===== config.mk =====
export PLATFORM = sky130hd
export DESIGN_NAME = seq_frame_tx
export DESIGN_NICKNAME = d
export VERILOG_FILES = /design/src/rtl/seq_frame_tx.sv
export SDC_FILE = /design/constraint.sdc
export NUM_CORES = 1
export LEC_CHECK = 0
export CORE_ASPECT_RATIO = 0.75
export CORE_MARGIN = 1.5
export CORE_UTILIZATION = 49
export DETAILED_ROUTE_END_ITERATION = 16
export PLACE_DENSITY = 0.76
export SYNTH_ARGS = -nofsm -noshare
export SYNTH_HDL_FRONTEND = slang
export SYNTH_SLANG_ARGS = --single-unit

===== constraint.sdc =====
create_clock -name clk -period 1.55 [get_ports clk]
set_input_delay 0.155 -clock clk [delete_from_list [all_inputs] [get_ports clk]]
set_output_delay 0.155 -clock clk [all_outputs]
set_load 0.05 [all_outputs]

===== src/rtl/seq_frame_tx.sv =====
`default_nettype none
// ============================================================================
// seq_frame_tx : serial frame transmitter (preamble, MSB-first data, even
//                parity, idle guard bits) feeding the "011" detector link.
// Revision 1.0
// ============================================================================
module seq_frame_tx #(
  parameter int                 DATA_W    = 8,
  parameter int                 PRE_LEN   = 3,
  parameter logic [PRE_LEN-1:0] PREAMBLE  = 3'b011,
  parameter int                 PARITY_EN = 1,
  parameter int                 GAP_LEN   = 2,
  parameter logic               IDLE_BIT  = 1'b1
) (
  input  logic              clk,
  input  logic              rst,
  input  logic [DATA_W-1:0] tx_data,
  input  logic              tx_valid,
  output logic              tx_ready,
  output logic              dout,
  output logic              busy,
  output logic              frame_done
);

  localparam int MAX_LEN_PD = (PRE_LEN > DATA_W) ? PRE_LEN : DATA_W;
  localparam int MAX_LEN    = (MAX_LEN_PD > GAP_LEN) ? MAX_LEN_PD : GAP_LEN;
  localparam int CNT_W      = $clog2(MAX_LEN + 1);
  localparam int SR_W       = PRE_LEN + DATA_W;

  localparam logic [CNT_W-1:0] PRE_LAST  = CNT_W'(PRE_LEN - 1);
  localparam logic [CNT_W-1:0] DATA_LAST = CNT_W'(DATA_W - 1);
  localparam logic [CNT_W-1:0] GAP_LAST  = CNT_W'(GAP_LEN - 1);

  typedef enum logic [2:0] {
    ST_IDLE = 3'd0,
    ST_PRE  = 3'd1,
    ST_DATA = 3'd2,
    ST_PAR  = 3'd3,
    ST_GAP  = 3'd4
  } state_t;

  state_t            state_q, state_d;
  logic [CNT_W-1:0]  cnt_q, cnt_d;
  logic [SR_W-1:0]   sreg_q, sreg_d;
  logic              par_q, par_d;
  logic              dout_q, dout_d;
  logic              frame_done_q, frame_done_d;
  logic              w_ready;
  logic              w_accept;

  always_ff @(posedge clk) begin
    if (rst) begin
      state_q      <= ST_IDLE;
      cnt_q        <= '0;
      sreg_q       <= '0;
      par_q        <= 1'b0;
      dout_q       <= IDLE_BIT;
      frame_done_q <= 1'b0;
    end else begin
      state_q      <= state_d;
      cnt_q        <= cnt_d;
      sreg_q       <= sreg_d;
      par_q        <= par_d;
      dout_q       <= dout_d;
      frame_done_q <= frame_done_d;
    end
  end

  always_comb begin
    state_d      = state_q;
    cnt_d        = cnt_q;
    sreg_d       = sreg_q;
    par_d        = par_q;
    dout_d       = IDLE_BIT;
    frame_done_d = 1'b0;

    w_ready  = (state_q == ST_IDLE) || ((state_q == ST_GAP) && (cnt_q == GAP_LAST));
    w_accept = tx_valid & w_ready;

    // Counter holds the index, within the current segment, of the bit now on dout.
    case (state_q)
      ST_IDLE: ;
      ST_PRE: begin
        dout_d = sreg_q[SR_W-1];
        sreg_d = sreg_q << 1;
        if (cnt_q == PRE_LAST) begin
          state_d = ST_DATA;
          cnt_d   = '0;
        end else begin
          cnt_d = cnt_q + CNT_W'(1);
        end
      end
      ST_DATA: begin
        if (cnt_q != DATA_LAST) begin
          dout_d = sreg_q[SR_W-1];
          sreg_d = sreg_q << 1;
          cnt_d  = cnt_q + CNT_W'(1);
        end else if (PARITY_EN != 0) begin
          state_d = ST_PAR;
          dout_d  = par_q;
        end else begin
          state_d = ST_GAP;
          cnt_d   = '0;
        end
      end
      ST_PAR: begin
        state_d = ST_GAP;
        cnt_d   = '0;
      end
      ST_GAP: begin
        if (cnt_q == GAP_LAST) begin
          state_d = ST_IDLE;
          cnt_d   = '0;
        end else begin
          cnt_d = cnt_q + CNT_W'(1);
        end
      end
      default: begin
        state_d = ST_IDLE;
        cnt_d   = '0;
      end
    endcase

    // Accept is only possible in IDLE or the final GAP cycle, so it overrides both.
    if (w_accept) begin
      state_d = ST_PRE;
      cnt_d   = '0;
      sreg_d  = {PREAMBLE, tx_data} << 1;
      par_d   = ^tx_data;
      dout_d  = PREAMBLE[PRE_LEN-1];
    end

    frame_done_d = (state_d == ST_PAR) ||
                   ((PARITY_EN == 0) && (state_d == ST_DATA) && (cnt_d == DATA_LAST));
  end

  assign tx_ready   = w_ready & ~rst;
  assign dout       = dout_q;
  assign busy       = (state_q != ST_IDLE);
  assign frame_done = frame_done_q;

endmodule
`default_nettype wire


==> results_dict.tcl <==
set metrics [dict create \
    timing.critical_path.fanout_max 5 \
    antenna_violating_nets_post_route 0 \
    timing.final.hold_violations 0 \
    worst_setup_path_start_kind "register" \
    ctsLongestPathBuffers 2 \
    grt_setup_unrepaired "yes" \
    hold_path.class "in2reg" \
    die_boundary_width_um 61.03 \
    synth_top_cell_area_share_pct 32.36 \
    tritoncts "yes" \
    yosys_register_bits 20 \
    portBuffers 14 \
    p_total_mw 1.342 \
    syn_nets 158 \
    layout-drive-gt1-share_pct 43.09 \
    r2r_setup_slk_ns -0.21 \
    postSynthAreaPerCell_um2 8.593 \
    asyncSetResetFlopFracSynth_pct 0 \
    htree_num_levels 1 \
    layout.cells.most_common_list "sky130_fd_sc_hd__nor2_1 (22), sky130_fd_sc_hd__buf_4 (22), sky130_fd_sc_hd__dfxtp_1 (14)" \
    grt.total_usage_pct 29.79 \
    synth_edf_count 0 \
    detailedRoute.firstIterationViolations 150 \
    synthDominantAreaCellType "sky130_fd_sc_hd__dfxtp_1" \
    route.detailed.drc 0 \
    routed-via-count 1327 \
    synth-main-ff-cell "sky130_fd_sc_hd__dfxtp_1" \
    vias_per_cell 6.172 \
    placement_rows 15 \
    netlist_instances 144 \
    worst_voltage_drop_across_the_vdd_grid_mv 0.6318 \
    grt-ovfl-total 0 \
    max_clock_freq_ghz 0.5674 \
    synth-seq-area-share_pct 32.36 \
    yosysWarnings 0 \
    clock_pin_slew_of_the_registers_on_the_worst_case_setup_and_hold_paths_ns 0.13 \
    antenna_cells 0 \
    pre_cts_slack_ns -0.1424 \
    cts_root_buffer "sky130_fd_sc_hd__clkbuf_4" \
    worst-endpoint-required_ns 1.80 \
    place_congestion 0.9065 \
    max_slew_margin_pct 72.63 \
    floorplan.initialDensity_pct 52.75 \
    floorplan.io_pins 15 \
    final.setup.tns_ns -1.728 \
    fin_crit_ns 1.763 \
    cts_inserted_buffers 3 \
    largest_net_degree_at_the_start_of_global_routing 13 \
    worstSkewPairLatency_ns 0.32 \
    hold_ws_ns 0.4541 \
    worst_slew_pin_slew_ns 0.4074 \
    dr.pass1.iters 4 \
    finalInstanceArea_um2 1868 \
    path_class "reg2reg" \
    outcome "complete, but fails checks" \
    postRouteWirelength_um 4135 \
    layout.nets 196 \
    ys_top_cells_by_area "sky130_fd_sc_hd__dfxtp_1 (32%), sky130_fd_sc_hd__a2111oi_2 (8.5%), sky130_fd_sc_hd__nor2_1 (7.9%)" \
    critPathCaptureType "register" \
    synth_area_um2 1237 \
    slew_viol_final 0 \
    final_critical_path_setup_slack_ns -0.2126 \
    floorplan.die_area_um2 2839 \
    hpwl_um 2459 \
    finalCritPeriodShare_pct 113.7 \
    worst_clock_skew_ns 0.01415 \
    grt_antenna_before_repair 0 \
    number_of_global_route_vias_before_repair 1197 \
    placeableCoreArea_um2 2346 \
    global_route_wire_length_before_repair_um 5934 \
    maxCapViolations 0 \
    ys_types 39 \
    routedWlPerCell_um 19.23 \
    die_h_um 46.52 \
    violations "setup timing" \
    crit_arrival_ns 2.01 \
    power.density_nw_per_um2 718.1 \
    cts.sinks 20 \
    flow.area_growth_from_synthesis_pct 50.96 \
    placement.cell_area_um2 1592 \
    standby_leakage_power_nw 0.7293 \
    setup-violations-final 16 \
]
==> sequential cells by signal (all words and copies together) (netlist names) <==
signal / flops
state_q: 3
dout: 1
frame_done: 1
sreg_q: 10
cnt_q: 4
par_q: 1
==> report_power, final <==
part / total [mW] / internal [mW] / leakage [nW] / switching [mW]
combinational: 0.445 / 0.210 / 0.540 / 0.235
sequential: 0.578 / 0.549 / 0.168 / 0.0293
clock: 0.318 / 0.144 / 0.0210 / 0.175
total: 1.34 / 0.902 / 0.729 / 0.439
==> worst max-delay path, stage by stage (launching register included) <==
cell	delay [ns]
sky130_fd_sc_hd__dfxtp_4	0.40
sky130_fd_sc_hd__inv_2	0.05
sky130_fd_sc_hd__ha_4	0.15
sky130_fd_sc_hd__nor3b_4	0.15
sky130_fd_sc_hd__buf_4	0.15
sky130_fd_sc_hd__o211a_2	0.29
sky130_fd_sc_hd__buf_12	0.15
sky130_fd_sc_hd__a2111o_1	0.27
sky130_fd_sc_hd__nor2_1	0.08
==> metrics by stage <==
| step | cells | util [%] |
|---|---|---|
| after floorplan | 144 | - |
| after global placement | 207 | 67.84 |
| after detailed placement | 207 | 67.84 |
| after CTS | 214 | 74.08 |
| after global routing | 215 | 79.63 |
| final | 215 | 79.63 |
==> worst paths after layout <==
path              startpoint         to  cells past startpoint
setup / recovery    cnt_q[1]   cnt_q[3]                      8
hold / removal    tx_data[0]  sreg_q[1]                      3
setup reg to reg    cnt_q[1]   cnt_q[3]                      8
hold reg to reg    sreg_q[1]  sreg_q[1]                      2
==> final cells by class <==
class                           count  area (um2)
Multi-Input combinational cell    108       940.9
Timing Repair Buffer               42       404.1
Clock buffer                        4       36.28
Tap cell                           34       42.54
Fill cell                         143       478.0
Sequential cell                    20       417.9
Inverter                            7       26.28
==> kinds of logic after synthesis <==
kind of cell	synth area share [%]
fa+ha+maj	3.034
buf+inv	6.774
flops	32.36
simple gates	26.09
compound gates	25.99
mux	0.8089
xor+xnor	4.955
==> cell usage after synthesis, types with 3 or more instances <==
cell type,number
sky130_fd_sc_hd__buf_2,4
sky130_fd_sc_hd__a2111oi_2,7
sky130_fd_sc_hd__a211oi_1,6
sky130_fd_sc_hd__xnor2_1,7
sky130_fd_sc_hd__inv_1,7
sky130_fd_sc_hd__a21oi_1,9
sky130_fd_sc_hd__nor2_1,26
sky130_fd_sc_hd__ha_1,3
sky130_fd_sc_hd__nor3_1,13
sky130_fd_sc_hd__o21ai_1,3
sky130_fd_sc_hd__dfxtp_1,20
sky130_fd_sc_hd__clkbuf_1,4
==> repair_timing <==
item                       in CTS  in global routing
gates cloned                    0                  1
setup buffers                   3                  1
pin swaps                       5                 10
hold buffers                    0                  0
setup endpoints to repair      12                 19
resized for setup              17                 25
==> routing by layer <==
layer | track usage [%] | wire length [um] | up-vias
met1 | 39.36 | 1771 | 652
met2 | 47.45 | 1984 | 58
met5 | 0 | 0 | -
met4 | 11.30 | 74 | 0
li1 | - | - | 607
met3 | 6.461 | 305 | 10
Power figures use the tool's default switching activity.
